<file path="config.mk">
export PLATFORM = sky130hd
export DESIGN_NAME = uart_frame_ctrl
export DESIGN_NICKNAME = d
export VERILOG_FILES = /design/src/rtl/uart_frame_pkg.sv /design/src/rtl/uart_frame_ctrl_gap_timer.sv /design/src/rtl/uart_frame_ctrl.sv
export SDC_FILE = /design/constraint.sdc
export NUM_CORES = 1
export LEC_CHECK = 0
export CORE_MARGIN = 2
export CORE_UTILIZATION = 54
export CTS_CLUSTER_SIZE = 25
export DETAILED_ROUTE_END_ITERATION = 6
export MAX_ROUTING_LAYER = met4
export PLACE_DENSITY = 0.88
export SYNTH_ARGS = -nofsm -noshare
export SYNTH_HDL_FRONTEND = slang
export SYNTH_SLANG_ARGS = --single-unit
</file>
<file path="constraint.sdc">
create_clock -name sys_clk -period 2.8 [get_ports sys_clk]
set_input_delay 0.56 -clock sys_clk [delete_from_list [all_inputs] [get_ports sys_clk]]
set_output_delay 0.56 -clock sys_clk [all_outputs]
set_load 0.02 [all_outputs]
</file>
<file path="src/rtl/uart_frame_pkg.sv">
// uart_frame_pkg
// Shared definitions for the UART image-frame loader: FSM state encoding,
// default sync-header bytes and the default inter-byte timeout.
package uart_frame_pkg;

  typedef enum logic [1:0] {
    ST_IDLE = 2'd0,
    ST_SYNC = 2'd1,
    ST_LOAD = 2'd2,
    ST_DONE = 2'd3
  } frame_state_e;

  localparam logic [7:0] SYNC0_DEF   = 8'h55;
  localparam logic [7:0] SYNC1_DEF   = 8'hAA;
  localparam int         TIMEOUT_DEF = 50_000;

  // Width needed to hold the values 0..n-1 (at least one bit).
  function automatic int cnt_width(input int n);
    return (n > 2) ? $clog2(n) : 1;
  endfunction

endpackage

</file>
<file path="src/rtl/uart_frame_ctrl_gap_timer.sv">
// byte_gap_timer
// Counts idle clocks between received bytes while the frame FSM is waiting
// for header or pixel data.
//   sys_clk     in   clock
//   sys_rst_n   in   asynchronous active-low reset
//   clear_i     in   restart the count (a byte arrived)
//   run_i       in   count enable; the count is held at zero while low
//   expired_o   out  high on the cycle the count sits at TIMEOUT_CYC-1 with
//                    no byte arriving (combinational; the FSM registers it)
module byte_gap_timer
  import uart_frame_pkg::*;
#(
  parameter int TIMEOUT_CYC = TIMEOUT_DEF
) (
  input  logic sys_clk,
  input  logic sys_rst_n,
  input  logic clear_i,
  input  logic run_i,
  output logic expired_o
);

  localparam int                CNT_W = cnt_width(TIMEOUT_CYC);
  localparam logic [CNT_W-1:0]  LIMIT = CNT_W'(TIMEOUT_CYC - 1);

  logic [CNT_W-1:0] cnt_q;

  // Dropping run_i on every exit from SYNC/LOAD zeroes the count, so any
  // later entry into a running state starts from zero.
  always_ff @(posedge sys_clk or negedge sys_rst_n) begin
    if (!sys_rst_n) begin
      cnt_q <= '0;
    end else if (clear_i || !run_i) begin
      cnt_q <= '0;
    end else if (cnt_q != LIMIT) begin
      cnt_q <= cnt_q + 1'b1;
    end
  end

  // A byte on the limit cycle suppresses expiry: the byte wins.
  assign expired_o = run_i && !clear_i && (cnt_q == LIMIT);

endmodule

</file>
<file path="src/rtl/uart_frame_ctrl.sv">
// uart_frame_ctrl
// Receives an image frame from a UART byte stream: a two-byte sync header
// (SYNC0, SYNC1) followed by IMG_W*IMG_H pixel bytes written in raster order
// to a frame buffer. Driven directly by the UART receiver's po_data/po_flag.
//   sys_clk      in   clock
//   sys_rst_n    in   asynchronous active-low reset
//   pi_data      in   received byte, valid with pi_flag
//   pi_flag      in   one-cycle byte strobe
//   wr_en        out  one-cycle frame-buffer write strobe
//   wr_addr      out  pixel address (holds between writes)
//   wr_data      out  pixel value (holds between writes)
//   frame_start  out  pulse when the sync header completes
//   frame_done   out  pulse together with the final pixel write
//   busy         out  high while pixels are being loaded
//   err_timeout  out  pulse when a frame is abandoned for an inter-byte gap
module uart_frame_ctrl
  import uart_frame_pkg::*;
#(
  parameter int         IMG_W       = 100,
  parameter int         IMG_H       = 100,
  parameter int         ADDR_W      = 14,
  parameter logic [7:0] SYNC0       = SYNC0_DEF,
  parameter logic [7:0] SYNC1       = SYNC1_DEF,
  parameter int         TIMEOUT_CYC = TIMEOUT_DEF
) (
  input  logic              sys_clk,
  input  logic              sys_rst_n,
  input  logic [7:0]        pi_data,
  input  logic              pi_flag,
  output logic              wr_en,
  output logic [ADDR_W-1:0] wr_addr,
  output logic [7:0]        wr_data,
  output logic              frame_start,
  output logic              frame_done,
  output logic              busy,
  output logic              err_timeout
);

  localparam logic [ADDR_W-1:0] LAST_PIX = ADDR_W'(IMG_W * IMG_H - 1);

  frame_state_e      state_q;
  logic [ADDR_W-1:0] pix_cnt_q;
  logic              gap_run;
  logic              gap_expired;

  assign gap_run = (state_q == ST_SYNC) || (state_q == ST_LOAD);

  byte_gap_timer #(
    .TIMEOUT_CYC (TIMEOUT_CYC)
  ) u_gap_timer (
    .sys_clk   (sys_clk),
    .sys_rst_n (sys_rst_n),
    .clear_i   (pi_flag),
    .run_i     (gap_run),
    .expired_o (gap_expired)
  );

  always_ff @(posedge sys_clk or negedge sys_rst_n) begin
    if (!sys_rst_n) begin
      state_q     <= ST_IDLE;
      pix_cnt_q   <= '0;
      wr_en       <= 1'b0;
      wr_addr     <= '0;
      wr_data     <= 8'h00;
      frame_start <= 1'b0;
      frame_done  <= 1'b0;
      busy        <= 1'b0;
      err_timeout <= 1'b0;
    end else begin
      // Strobes default low; wr_addr/wr_data keep the last written pixel.
      wr_en       <= 1'b0;
      frame_start <= 1'b0;
      frame_done  <= 1'b0;
      err_timeout <= 1'b0;

      unique case (state_q)
        ST_IDLE, ST_DONE: begin
          // DONE is a one-cycle pass-through; a byte arriving there is
          // treated exactly as in IDLE.
          if (pi_flag && (pi_data == SYNC0)) begin
            state_q <= ST_SYNC;
          end else begin
            state_q <= ST_IDLE;
          end
        end

        ST_SYNC: begin
          if (pi_flag) begin
            if (pi_data == SYNC1) begin
              state_q     <= ST_LOAD;
              pix_cnt_q   <= '0;
              frame_start <= 1'b1;
              busy        <= 1'b1;
            end else if (pi_data != SYNC0) begin
              // A repeated SYNC0 keeps the header alive.
              state_q <= ST_IDLE;
            end
          end else if (gap_expired) begin
            state_q     <= ST_IDLE;
            err_timeout <= 1'b1;
          end
        end

        ST_LOAD: begin
          if (pi_flag) begin
            // Every byte here is pixel data, including SYNC0/SYNC1 values.
            wr_en   <= 1'b1;
            wr_addr <= pix_cnt_q;
            wr_data <= pi_data;
            if (pix_cnt_q == LAST_PIX) begin
              state_q    <= ST_DONE;
              pix_cnt_q  <= '0;
              frame_done <= 1'b1;
              busy       <= 1'b0;
            end else begin
              pix_cnt_q <= pix_cnt_q + 1'b1;
            end
          end else if (gap_expired) begin
            state_q     <= ST_IDLE;
            pix_cnt_q   <= '0;
            busy        <= 1'b0;
            err_timeout <= 1'b1;
          end
        end

        default: state_q <= ST_IDLE;
      endcase
    end
  end

endmodule

</file>
# After elaboration in Yosys (flattened, before gate mapping)
# Cells that the tools add are included.
# Widths: inputs -> output; s select.
[totals]
output_inout_bits = 27
inputBits = 11
wordCells = 75
reg_bits = 59
[op_classes]
eq_ne = 14
n_addsub = 2
reduce_logical = 16
mux = 33
[ops]
columns = ["op", "n"]
rows = [
  ["$mux 14", 5],
  ["$mux 16", 2],
  ["$pmux 14 s2", 1],
  ["$mux 1", 17],
  ["$add 16x1->16 const B", 1],
  ["$eq 16x16->1 const B", 1],
  ["$ne 16x16->1 const B", 1],
  ["$add 14x1->14 const B", 1],
  ["$eq 14x14->1 const B", 1],
  ["$mux 2", 6],
  ["$eq 8x7->1 const B", 1],
  ["$eq 8x8->1 const B", 1],
  ["$ne 8x7->1 const B", 1],
  ["$pmux 2 s3", 1],
  ["$reduce_and 5->1", 1],
  ["$eq 2x2->1 const B", 2],
  ["$ne 4x2->1 const B", 1],
  ["$reduce_and 2->1", 2],
  ["$reduce_and 4->1", 1],
  ["$reduce_bool 2->1", 2],
  ["$reduce_or 2->1", 2],
  ["$logic_and 1x1->1", 3],
  ["$ne 3x2->1 const B", 1],
  ["$ne 3x3->1 const B", 1],
  ["7 further kinds", 9],
]

# Depth between registers and ports, before layout
[depth]
depth_word = 7
mapped_depth = 9

# Modules after synthesis
# From an unflattened synthesis, not the netlist that was laid out.
[unflattened]
cells_unflattened = 284
hier_area_um2 = 3121.7
[by_module_without_submodules]
columns = ["module", "instances", "cells_per_inst", "area_per_inst_um2"]
rows = [
  ["uart_frame_ctrl", 1, 189, 2174.6],
  ["byte_gap_timer", 1, 95, 947.2],
]

# Worst setup path after synthesis
# OpenSTA, ideal clock, no wires.
[synth_timing]
path_kind = "reg-to-reg"
startpoint = "register pix_cnt_q[11]"
endpoint = "register state_q[1]"
path_buffers = 0
setup_time_ns = 0.126
arrival_ns = 1.975
stages_incl_launch_ff = 5
slack_ns = 0.699
cell_sequence = "dfrtp_1 -> or4b_1 -> or4_4 -> and2_4 -> o32a_1"
[synth_via]
elab_chain_len = 3
[synth_rtl]
columns = ["item", "line", "source"]
rows = [
  ["start: declaration", "uart_frame_ctrl.sv:42", "logic [ADDR_W-1:0] pix_cnt_q;"],
  ["start signal: assignment", "uart_frame_ctrl.sv:116", "pix_cnt_q <= pix_cnt_q + 1'b1;"],
  ["$eq 14x14->1", "uart_frame_ctrl.sv:110", "if (pix_cnt_q == LAST_PIX) begin"],
  ["$ne 3x2->1 (no source line)", "-", ""],
  ["$reduce_and 2->1 (no source line)", "-", ""],
  ["end signal: assignment", "uart_frame_ctrl.sv:111", "state_q <= ST_DONE;"],
  ["end signal: assignment", "uart_frame_ctrl.sv:119", "state_q <= ST_IDLE;"],
  ["end signal: assignment", "uart_frame_ctrl.sv:126", "default: state_q <= ST_IDLE;"],
  ["end: declaration", "uart_frame_ctrl.sv:41", "frame_state_e state_q;"],
]
# Every way passes these cells.
# A chain may end at the register's enable or synchronous reset.

# Final worst setup path
[layout_timing]
startpoint = "register pix_cnt_q[11]"
endpoint = "register pix_cnt_q[7]"
[layout_via]
elab_chain_len = 4
[layout_rtl]
columns = ["item", "line", "source"]
rows = [
  ["$eq 14x14->1", "uart_frame_ctrl.sv:110", ""],
  ["$mux 14", "uart_frame_ctrl.sv:110", ""],
  ["$mux 14", "uart_frame_ctrl.sv:105", "if (pi_flag) begin"],
  ["$pmux 14 s2", "uart_frame_ctrl.sv:76", "unique case (state_q)"],
]
# Every way passes these cells.

==> metrics.yaml <==
worst_pin_slew_ps: 759
cts_sinks: 59
hpwlAfterDp_mm: 3.98
final_nets: 323
grt_remaining_overflow: 0
grt_first_pass_wirelength_mm: 9.86
fp.dieW_um: 76.0
viasPerCell: 5.62
drc: 0
tns_ps: 0
finalSetupViolCount: 0
crit_family: "compound AO/OA/AOI/OAI gates"
std_cell_rows: 26
synth_flop_cell: "dfrtp_1"
synth_cell_types: 43
grtUsageTotal: 0.222
synth_edf_count: 0
slew_violations: 0
cap_violations: 0
ys_seq_area_frac: 0.527
hold_violations: 0
path_class: "flip-flop to flip-flop"
htreeDepth: 3
grt_max_degree: 29
yosys_warnings: 0
grt.met1_usage: 0.291
rsz0062_at_grt: "no"
synth_cells: 259
worst-path-buf-inv: 1
syn_avg_cell_area_um2: 10.8
arrival_ps: 2570
place_area_um2: 3280
io_buffers: 37
clkLatencyLatePin_ps: 330
clk_pin_slew_ps: 70
fin_skew_ps: 7.48
coreArea_um2: 5040
wl_mm: 5.71
grt_pass1_vias: 2180
cts_buffer_depth: 2
p_per_area_nw_per_um2: 473
holdCritPathClass: "primary input to async pin"
synth-seq-cells: 59
layout.cells.most_common_list: "dfrtp_1 (59), clkdlybuf4s50_1 (36), nor2_1 (27)"
p_leak_nw: 1.54
period_share: 0.848
crit_slowest_cell: "o41ai_2"
final_area_um2: 3490
max_freq_mhz: 421
maxSlewHeadroom: 0.488
use_met3: 0.0498
required_ps: 3000
syn-cell-area_um2: 2800
numCtsBuffers: 9
ys_async_sr_fraction: 1.00
busiest_layer: "met2"
fin_crit_ps: 2380
final.fill_count: 373
worstPathMaxFanout: 8
dieArea_um2: 5780
gp_congestion: 0.862
ir_worst_vdd_v: 0.000440
run_status: "finished, final reports clean"
reg2reg_depth: 6
path_cells: "or4b_1, o41ai_2, buf_4, a31oi_1, o21ai_0, o31ai_1"
grtUsageMet2: 0.335
start_util: 0.556
cp_slowest_stage_delay_ps: 740
fp.dieH_um: 76.0
root_buffer: "clkbuf_8"
hold_buffers: 0
wl_per_cell_um: 14.9
rr_startpoint: "pix_cnt_q[11]"
critPathLaunchType: "flip-flop"
areaGrowthSynthToFinish_pct: 24.4
drtIter0Drc: 227
layout_commonest_cell: "dfrtp_1"
antenna_found_initial: 0
drive_gt1_frac: 0.182
diodes: 0
syn_nets: 274
num_vias: 2154
endpoint_kind: "flip-flop"
reg2reg_slack_ps: 420
r2r-end: "pix_cnt_q[7]"
first_pass_iters: 4
pin_count: 38
antenna_left: 0
cts_tree: "built"
[state kept, by name (all words and copies together), names as in the netlist]
signal             count
wr_en                  1
busy                   1
frame_done             1
u_gap_timer.cnt_q     16
err_timeout            1
state_q                2
wr_data                8
pix_cnt_q             14
frame_start            1
wr_addr               14
[kinds of logic after synthesis]
kind of cell | count (synthesis) | synth area share
flops | 59 | 0.527
mux | 22 | 0.0879
fa+ha+maj | 4 | 0.0179
buf+inv | 18 | 0.0299
simple gates | 97 | 0.187
compound gates | 49 | 0.119
xor+xnor | 10 | 0.0313
[final cells by class]
class | count | area (um2) | share of cell area
Multi-Input combinational cell | 182 | 1250 | 0.359
Tap cell | 70 | 87.6 | 0.0251
Clock inverter | 5 | 52.6 | 0.0151
Sequential cell | 59 | 1480 | 0.424
Inverter | 8 | 30.0 | 0.00861
Timing Repair Buffer | 48 | 448 | 0.128
Clock buffer | 11 | 141 | 0.0406
[through the flow]
step	util	power, mW	cells	worst slack [ps]	hold slack (ps)
6_report	0.691	1.65	383	425	236
3_5_place_dp	0.651	0.910	367	123	480
3_3_place_gp	0.651	0.910	367	224	466
4_1_cts	0.690	1.66	383	64.8	248
5_1_grt	0.691	1.71	383	305	266
2_1_floorplan	-	0.873	259	699	264
[worst register-to-register path, stage by stage, from the launching register on]
cell	delay, ps
dfrtp_1	380
or4b_1	560
o41ai_2	740
buf_4	250
a31oi_1	50
o21ai_0	170
o31ai_1	100
[how the worst max path moves through the flow]
stage	startpoint	end	depth (start not counted)	slack (ps)
after detailed placement	pix_cnt_q[11]	pix_cnt_q[7]	6	120
final	pix_cnt_q[11]	pix_cnt_q[7]	6	420
after CTS	pix_cnt_q[11]	pix_cnt_q[7]	6	60
after floorplan	pix_cnt_q[11]	state_q[1]	4	700
after global placement	pi_flag	pix_cnt_q[8]	7	220
after global routing	pix_cnt_q[11]	pix_cnt_q[5]	6	310
[timing repair]
item	in CTS	in global routing
setup buffers	0	0
gates resized for setup	0	1
endpoints found under the setup margin	0	4
[report_power, final]
part | internal, mW | total (mW) | switching [mW]
clock network | 0.430 | 0.757 | 0.327
registers | 0.852 | 0.852 | 0.0000283
logic | 0.0165 | 0.0410 | 0.0245
[cell usage after synthesis (5+ instances only)]
| master | instances | area [um2] |
|---|---|---|
| mux2_2 | 21 | 236 |
| xor2_1 | 7 | 61.3 |
| a31oi_1 | 5 | 31.3 |
| nand3_1 | 15 | 75.1 |
| inv_1 | 8 | 30.0 |
| nor3_1 | 6 | 30.0 |
| o31ai_1 | 9 | 67.6 |
| nor2_1 | 27 | 101 |
| o21ai_0 | 17 | 85.1 |
| a21oi_1 | 6 | 30.0 |
| clkbuf_1 | 5 | 18.8 |
| nand2_1 | 17 | 63.8 |
| and3_1 | 6 | 37.5 |
| dfrtp_1 | 59 | 1480 |
[metal layers]
metal	vias to the layer above	routed length, um
met5	-	0
met2	70	2670
met3	9	277
met1	1034	2680
met4	0	74
li1	1041	-
(Power assumes the default switching activity.)
